$ cat src/rtl/regfile_mp.sv
// rtl/regfile_mp.sv - multi-port register file with two write ports, write-to-read bypass and clear sweep
//
// Purpose:
//   DEPTH = 2**ADDR_W entries of DATA_W bits. NREAD registered read ports and
//   two write ports. A read in the same cycle as a write returns the new value.
//   Entry 0 can be hardwired to zero. The storage has no reset. Instead a
//   clear sweep zeroes one entry per cycle after reset or on an i_clr request.
//
// Ports:
//   i_clk   clock, all state updates on posedge
//   i_rst   asynchronous active-high reset (clears rd, starts a sweep)
//   i_clr   request a clear sweep (accepted only while idle)
//   o_busy  clear sweep in progress; writes dropped, reads return 0
//   i_ra    read addresses, port k at [k*ADDR_W +: ADDR_W]
//   o_rd    registered read data, port k at [k*DATA_W +: DATA_W]
//   i_we0/i_wa0/i_wd0  write port 0
//   i_we1/i_wa1/i_wd1  write port 1 (wins on an address collision)

`timescale 1ns/1ps

module regfile_mp #(
  parameter int DATA_W   = 32,
  parameter int ADDR_W   = 5,
  parameter int NREAD    = 2,
  parameter int ZERO_REG = 1
) (
  input  logic                     i_clk,
  input  logic                     i_rst,
  input  logic                     i_clr,
  output logic                     o_busy,
  input  logic [NREAD*ADDR_W-1:0]  i_ra,
  output logic [NREAD*DATA_W-1:0]  o_rd,
  input  logic                     i_we0,
  input  logic [ADDR_W-1:0]        i_wa0,
  input  logic [DATA_W-1:0]        i_wd0,
  input  logic                     i_we1,
  input  logic [ADDR_W-1:0]        i_wa1,
  input  logic [DATA_W-1:0]        i_wd1
);

  localparam int DEPTH   = 1 << ADDR_W;
  localparam bit ZERO_EN = (ZERO_REG != 0);

  typedef enum logic [0:0] {
    S_IDLE  = 1'b0,
    S_CLEAR = 1'b1
  } state_t;

  state_t                    r_state;
  state_t                    w_next_state;
  logic                      w_busy;
  logic [ADDR_W-1:0]         r_cnt;
  logic [DATA_W-1:0]         r_mem [DEPTH];
  logic [NREAD*DATA_W-1:0]   r_rd;
  logic [NREAD*DATA_W-1:0]   w_rd_nxt;
  logic [ADDR_W-1:0]         w_addr;
  logic                      w_wr0;
  logic                      w_wr1;

  // ---------------------------------------------------------------------------
  // Clear FSM: state register
  // ---------------------------------------------------------------------------
  always_ff @(posedge i_clk or posedge i_rst) begin
    if (i_rst) begin
      r_state <= S_CLEAR;
    end else begin
      r_state <= w_next_state;
    end
  end

  // Clear FSM: next state. The last entry is written on the edge that
  // returns to idle, so busy drops on that same edge.
  always_comb begin
    w_next_state = r_state;
    case (r_state)
      S_IDLE:  if (i_clr) w_next_state = S_CLEAR;
      S_CLEAR: if (r_cnt == ADDR_W'(DEPTH - 1)) w_next_state = S_IDLE;
      default: w_next_state = S_CLEAR;
    endcase
  end

  // Clear FSM: outputs
  always_comb begin
    w_busy = 1'b0;
    case (r_state)
      S_CLEAR: w_busy = 1'b1;
      default: w_busy = 1'b0;
    endcase
  end

  assign o_busy = w_busy;

  // Sweep counter. It wraps to 0 when the sweep ends, so it already holds 0
  // when the next request arrives. Loading it explicitly keeps that visible.
  always_ff @(posedge i_clk or posedge i_rst) begin
    if (i_rst) begin
      r_cnt <= '0;
    end else if (r_state == S_CLEAR) begin
      r_cnt <= r_cnt + ADDR_W'(1);
    end else if (i_clr) begin
      r_cnt <= '0;
    end
  end

  // ---------------------------------------------------------------------------
  // Storage: no reset. The sweep owns the array while busy.
  // ---------------------------------------------------------------------------
  assign w_wr0 = i_we0 && !(ZERO_EN && (i_wa0 == '0));
  assign w_wr1 = i_we1 && !(ZERO_EN && (i_wa1 == '0));

  // Port 1 is written last, so it wins when both ports hit the same entry.
  always_ff @(posedge i_clk) begin
    if (w_busy) begin
      r_mem[r_cnt] <= '0;
    end else begin
      if (w_wr0) r_mem[i_wa0] <= i_wd0;
      if (w_wr1) r_mem[i_wa1] <= i_wd1;
    end
  end

  // ---------------------------------------------------------------------------
  // Read path: per-port bypass selection, then a register stage
  // ---------------------------------------------------------------------------
  always_comb begin
    w_rd_nxt = '0;
    w_addr   = '0;
    for (int k = 0; k < NREAD; k++) begin
      w_addr = i_ra[k*ADDR_W +: ADDR_W];
      if (w_busy) begin
        w_rd_nxt[k*DATA_W +: DATA_W] = '0;
      end else if (ZERO_EN && (w_addr == '0)) begin
        w_rd_nxt[k*DATA_W +: DATA_W] = '0;
      end else if (i_we1 && (i_wa1 == w_addr)) begin
        w_rd_nxt[k*DATA_W +: DATA_W] = i_wd1;
      end else if (i_we0 && (i_wa0 == w_addr)) begin
        w_rd_nxt[k*DATA_W +: DATA_W] = i_wd0;
      end else begin
        w_rd_nxt[k*DATA_W +: DATA_W] = r_mem[w_addr];
      end
    end
  end

  always_ff @(posedge i_clk or posedge i_rst) begin
    if (i_rst) begin
      r_rd <= '0;
    end else begin
      r_rd <= w_rd_nxt;
    end
  end

  assign o_rd = r_rd;

endmodule

$ cat config.mk
export PLATFORM = sky130hd
export DESIGN_NAME = regfile_mp
export DESIGN_NICKNAME = d
export VERILOG_FILES = /design/src/rtl/regfile_mp.sv
export SDC_FILE = /design/constraint.sdc
export NUM_CORES = 2
export LEC_CHECK = 0
export ABC_AREA = 1
export BUFFER_PORTS_ARGS = -buffer_cell sky130_fd_sc_hd__buf_2
export CAP_MARGIN = 20
export CORE_MARGIN = 4
export CORE_UTILIZATION = 35
export DETAILED_ROUTE_END_ITERATION = 16
export PLACE_DENSITY = 0.55
export SYNTH_ARGS = -nofsm -noshare
export SYNTH_HDL_FRONTEND = slang
export SYNTH_SLANG_ARGS = --single-unit
$ cat constraint.sdc
create_clock -name i_clk -period 5.35 [get_ports i_clk]
set_input_delay 0.8025 -clock i_clk [delete_from_list [all_inputs] [get_ports i_clk]]
set_output_delay 0.8025 -clock i_clk [all_outputs]
set_load 0.02 [all_outputs]
==> results.md <==
GRT:
- The via count of the first global-routing pass is 63,100.
- Entering global routing, the biggest net connects 149 pins.
- The total grt overflow is 0.
- The initial antenna violation count is 8.
- The total global-route track usage is 0.286.
- The global-route wire length before repair is 434 mm.

Floorplan:
- The area of the die is 205,000 um2.
- The I/O pin count is 154.
- The die is 453 um wide.
- The floorplan die height is 453 um.
- The initial utilization of the core area, before any placement, comes to 0.353.
- The core outline area is 196,000 um2.
- The cell row count is 162.

Place:
- The quantity of I/O buffers inserted on ports is 153.
- The worst slack at placement is 1.33 ns.
- The final weighted congestion of routability-driven global placement is 0.929.
- The placed wire-length estimate after detailed placement is 179 mm.

Logic synthesis:
- For this run, the register share of the synthesized area comes to 0.470.
- Synthesis produced a netlist whose cell count is 9,489.
- The post-synth design cell area is 69,200 um2.
- The per-instance average area after synthesis is 7.29 um2.
- Counting every net in the synthesized netlist gives 9,580.
- The number of warnings issued by yosys is 0.
- The total of flip-flops plus latches after synthesis is 1,094.
- After synthesis, the netlist uses 35 different library cells.

Worst setup path:
- The startpoint type of the worst setup path is a register.
- For the worst setup path, the data required time is 5.78 ns.
- Along the worst path, the maximum fanout reaches 19.
- The worst setup path is captured at a register.
- The arrival time of data at the critical path endpoint is 4.18 ns.
- Walking the worst path, the cells encountered are inv_1 > o21ai_0 > nand2_1 > o21ai_4 > buf_4.
- The critical path class is reg -> reg.
- The stage delay of the slowest cell on the critical path is 0.94 ns.
- On the critical path, the stage with the largest delay is an instance of sky130_fd_sc_hd__o21ai_4.

STA:
- Setup violations remaining at the end of the flow were counted as 0.
- The minimum period implied by the final worst setup slack is 3.75 ns.
- Setup repair after global routing left no endpoint under its margin.
- For the final database, setup skew stands at 0.0317 ns.
- Summed over all failing endpoints, the final setup total negative slack is 0 ns.
- The relative slew slack is 0.199.
- The final number of max-transition violations is 0.
- The total count of hold-check failures in the final report is 0.
- Based on the critical path, the design can be clocked at up to 0.267 GHz.
- The tightest hold path in the finished design has a slack of 0.133 ns.
- At the pin with the least slew margin, the transition time is 1.20 ns.
- In the finished design, the share of the clock period the worst path needs comes to 0.701.
- In the post-route analysis, the smallest setup slack over all paths is 1.60 ns.

Power and ir drop:
- The share of total power dissipated in combinational logic is 0.227.
- The switching share of power is 0.338.
- The leakage power is 0.0317 uW.
- The peak supply drop is 0.000261 V.
- Summed over all nets, the switching power comes to 8540 uW.
- The power per standard cell area is 333 nW/um2.
- The clock network power share is 0.341.
- The part of the power in registers is 0.432.
- The internal portion of the total power is 16,700 uW.

Clock tree:
- The number of buffers inserted for hold repair after clock tree synthesis is 0.
- The maximum buffer depth of the clock tree is 3.
- The number of H-tree levels is 4.
- In this run the clock root is driven by a sky130_fd_sc_hd__clkbuf_16.
- The clock input transition at the sequential cells of the worst setup and hold paths is 0.06 ns.
- The number of buffers inserted to repair setup after CTS is 0.
- The insertion delay to the later sink of the worst-skew pair is 0.81 ns.
- The number of resized instances in the post-cts repair step is 0.
- TritonCTS created 132 clock buffers.
- The clock tree from TritonCTS is yes.
- The number of clock sinks seen by CTS is 1,094.

Layout:
- The area growth from synthesis to layout is 9.65%.
- After the last flow step, the layout net total stands at 9,198.
- In the final layout, the share of cells above drive strength 1 is 0.0711.

Job:
- Across the run, the number of max-cap violations was 0.

Min path:
- The min-delay analysis places its worst path in the category in -> async.

Route:
- The first-pass iteration count of the detailed router is 6.
- Dividing the detail-routed wire length by the instance count gives 25.6 um.
- The final routed DRC violation total is 0.
- The routed design has 303 mm of wire.
- In this run the remaining antenna-violating nets after routing total 0.
- After the first detailed-routing iteration, the DRC count stood at 8,991.
- The ratio of routed vias to standard cells is 5.70.
- The detailed router placed 67,500 vias in this run.

Outcome:
- The flow ran to the end, and the final reports show no timing, DRC or antenna violations.
[synthesized netlist by cell type (all sizes together)]
cell | number | area (um2)
clkbuf | 369 | 1400
nor3 | 2 | 26.3
nor3b | 1 | 12.5
edfxtp | 1024 | 30700
or2 | 20 | 125
inv | 1131 | 4250
a22o | 1 | 8.76
nand4 | 4 | 25.0
mux2i | 1 | 10.0
dfstp | 1 | 26.3
nand3 | 1932 | 9680
buf | 478 | 2460
o22ai | 18 | 113
o221ai | 1 | 8.76
a21oi | 104 | 521
o211ai | 65 | 488
o21ai | 1062 | 5320
ha | 2 | 25.0
nor2 | 232 | 1050
dfrtp | 69 | 1730
clkinv | 2 | 7.51
nand2 | 2970 | 11200
[cells by family (layout without fill, tap and decap cells)]
kind of cell,Yosys count,after routing,share of synthesized area
simple gates,5161,5161,0.319
buf+inv,1980,1702,0.117
compound gates,1251,1251,0.0934
flops,1094,1094,0.470
fa+ha+maj,2,2,0.000362
mux,1,1,0.000145
other cells,0,6,0
[worst paths after layout]
check | from | endpoint | slack (ns) | cells after the start
max in group asynchronous | i_rst | o_rd[39] | 4.23 | 3
min | i_rst | o_rd[28] | 0.13 | 2
max reg2reg | r_state | r_mem[18][25] | 1.60 | 5
max | r_state | r_mem[18][25] | 1.60 | 5
min reg2reg | r_cnt[4] | r_cnt[4] | 0.55 | 1
min in group i_clk | i_clr | r_cnt[1] | 0.41 | 4
[power groups by stage]
stage	registers (uW)	logic [uW]	clock network, uW
after floorplan	11200	3110	0
after global placement	11100	5460	0
after detailed placement	11100	5590	0
after CTS	10900	5610	8690
after global routing	11000	6140	9010
final	10900	5740	8620
[critical path: cells and delay by family, from the launching register on]
family                 cells  cell delay (ns)
DFF                        1             0.71
buffers and inverters      2             0.73
AOI/OAI and AO/OA          2             1.29
and+or+nand+nor            1             0.59
[cells in the final DEF, fill, tap and decap left out, drive strengths merged]
cell and count:
nand4 4, buf 331, clkinvlp 1, clkinv 55, ha 2, nand2 2970
dfstp 1, o22ai 18, o221ai 1, inv 1136, mux2i 1, edfxtp 1024
o211ai 65, nor2 232, a21oi 104, dfrtp 69, diode 6, nor3 2
clkbuf 179, or2 20, a22o 1, nor3b 1, nand3 1932, o21ai 1062
[flip-flops by register name (all words and copies together) (netlist names)]
signal   cells
r_mem     1024
o_rd        64
r_cnt        5
r_state      1
[final cells by class]
cell class / instances / area [um2]
clock inverters: 59 / 333
clock buffers: 179 / 3620
repair buffers: 331 / 2650
well taps: 2624 / 3280
flip-flops and latches: 1094 / 32500
inverters: 1133 / 4300
diodes: 6 / 15.0
fillers: 20000 / 120000
multi-input cells: 6415 / 29200
[per-layer routing]
metal / track usage / wire length, um
met1: 0.356 / 113000
met3: 0.0459 / 29300
met4: 0.212 / 25700
met5: 0 / 11
met2: 0.449 / 135000
[per-stage QoR]
stage / util / power, uW / cells / area (um2)
global route: 0.387 / 26100 / 11800 / 75800
CTS: 0.387 / 25200 / 11800 / 75800
finish: 0.387 / 25300 / 11800 / 75900
global placement: 0.366 / 16500 / 11600 / 71700
floorplan: - / 14300 / 9489 / 69200
detailed placement: 0.367 / 16700 / 11600 / 71800
No activity file was read; power rests on OpenSTA's default activity.
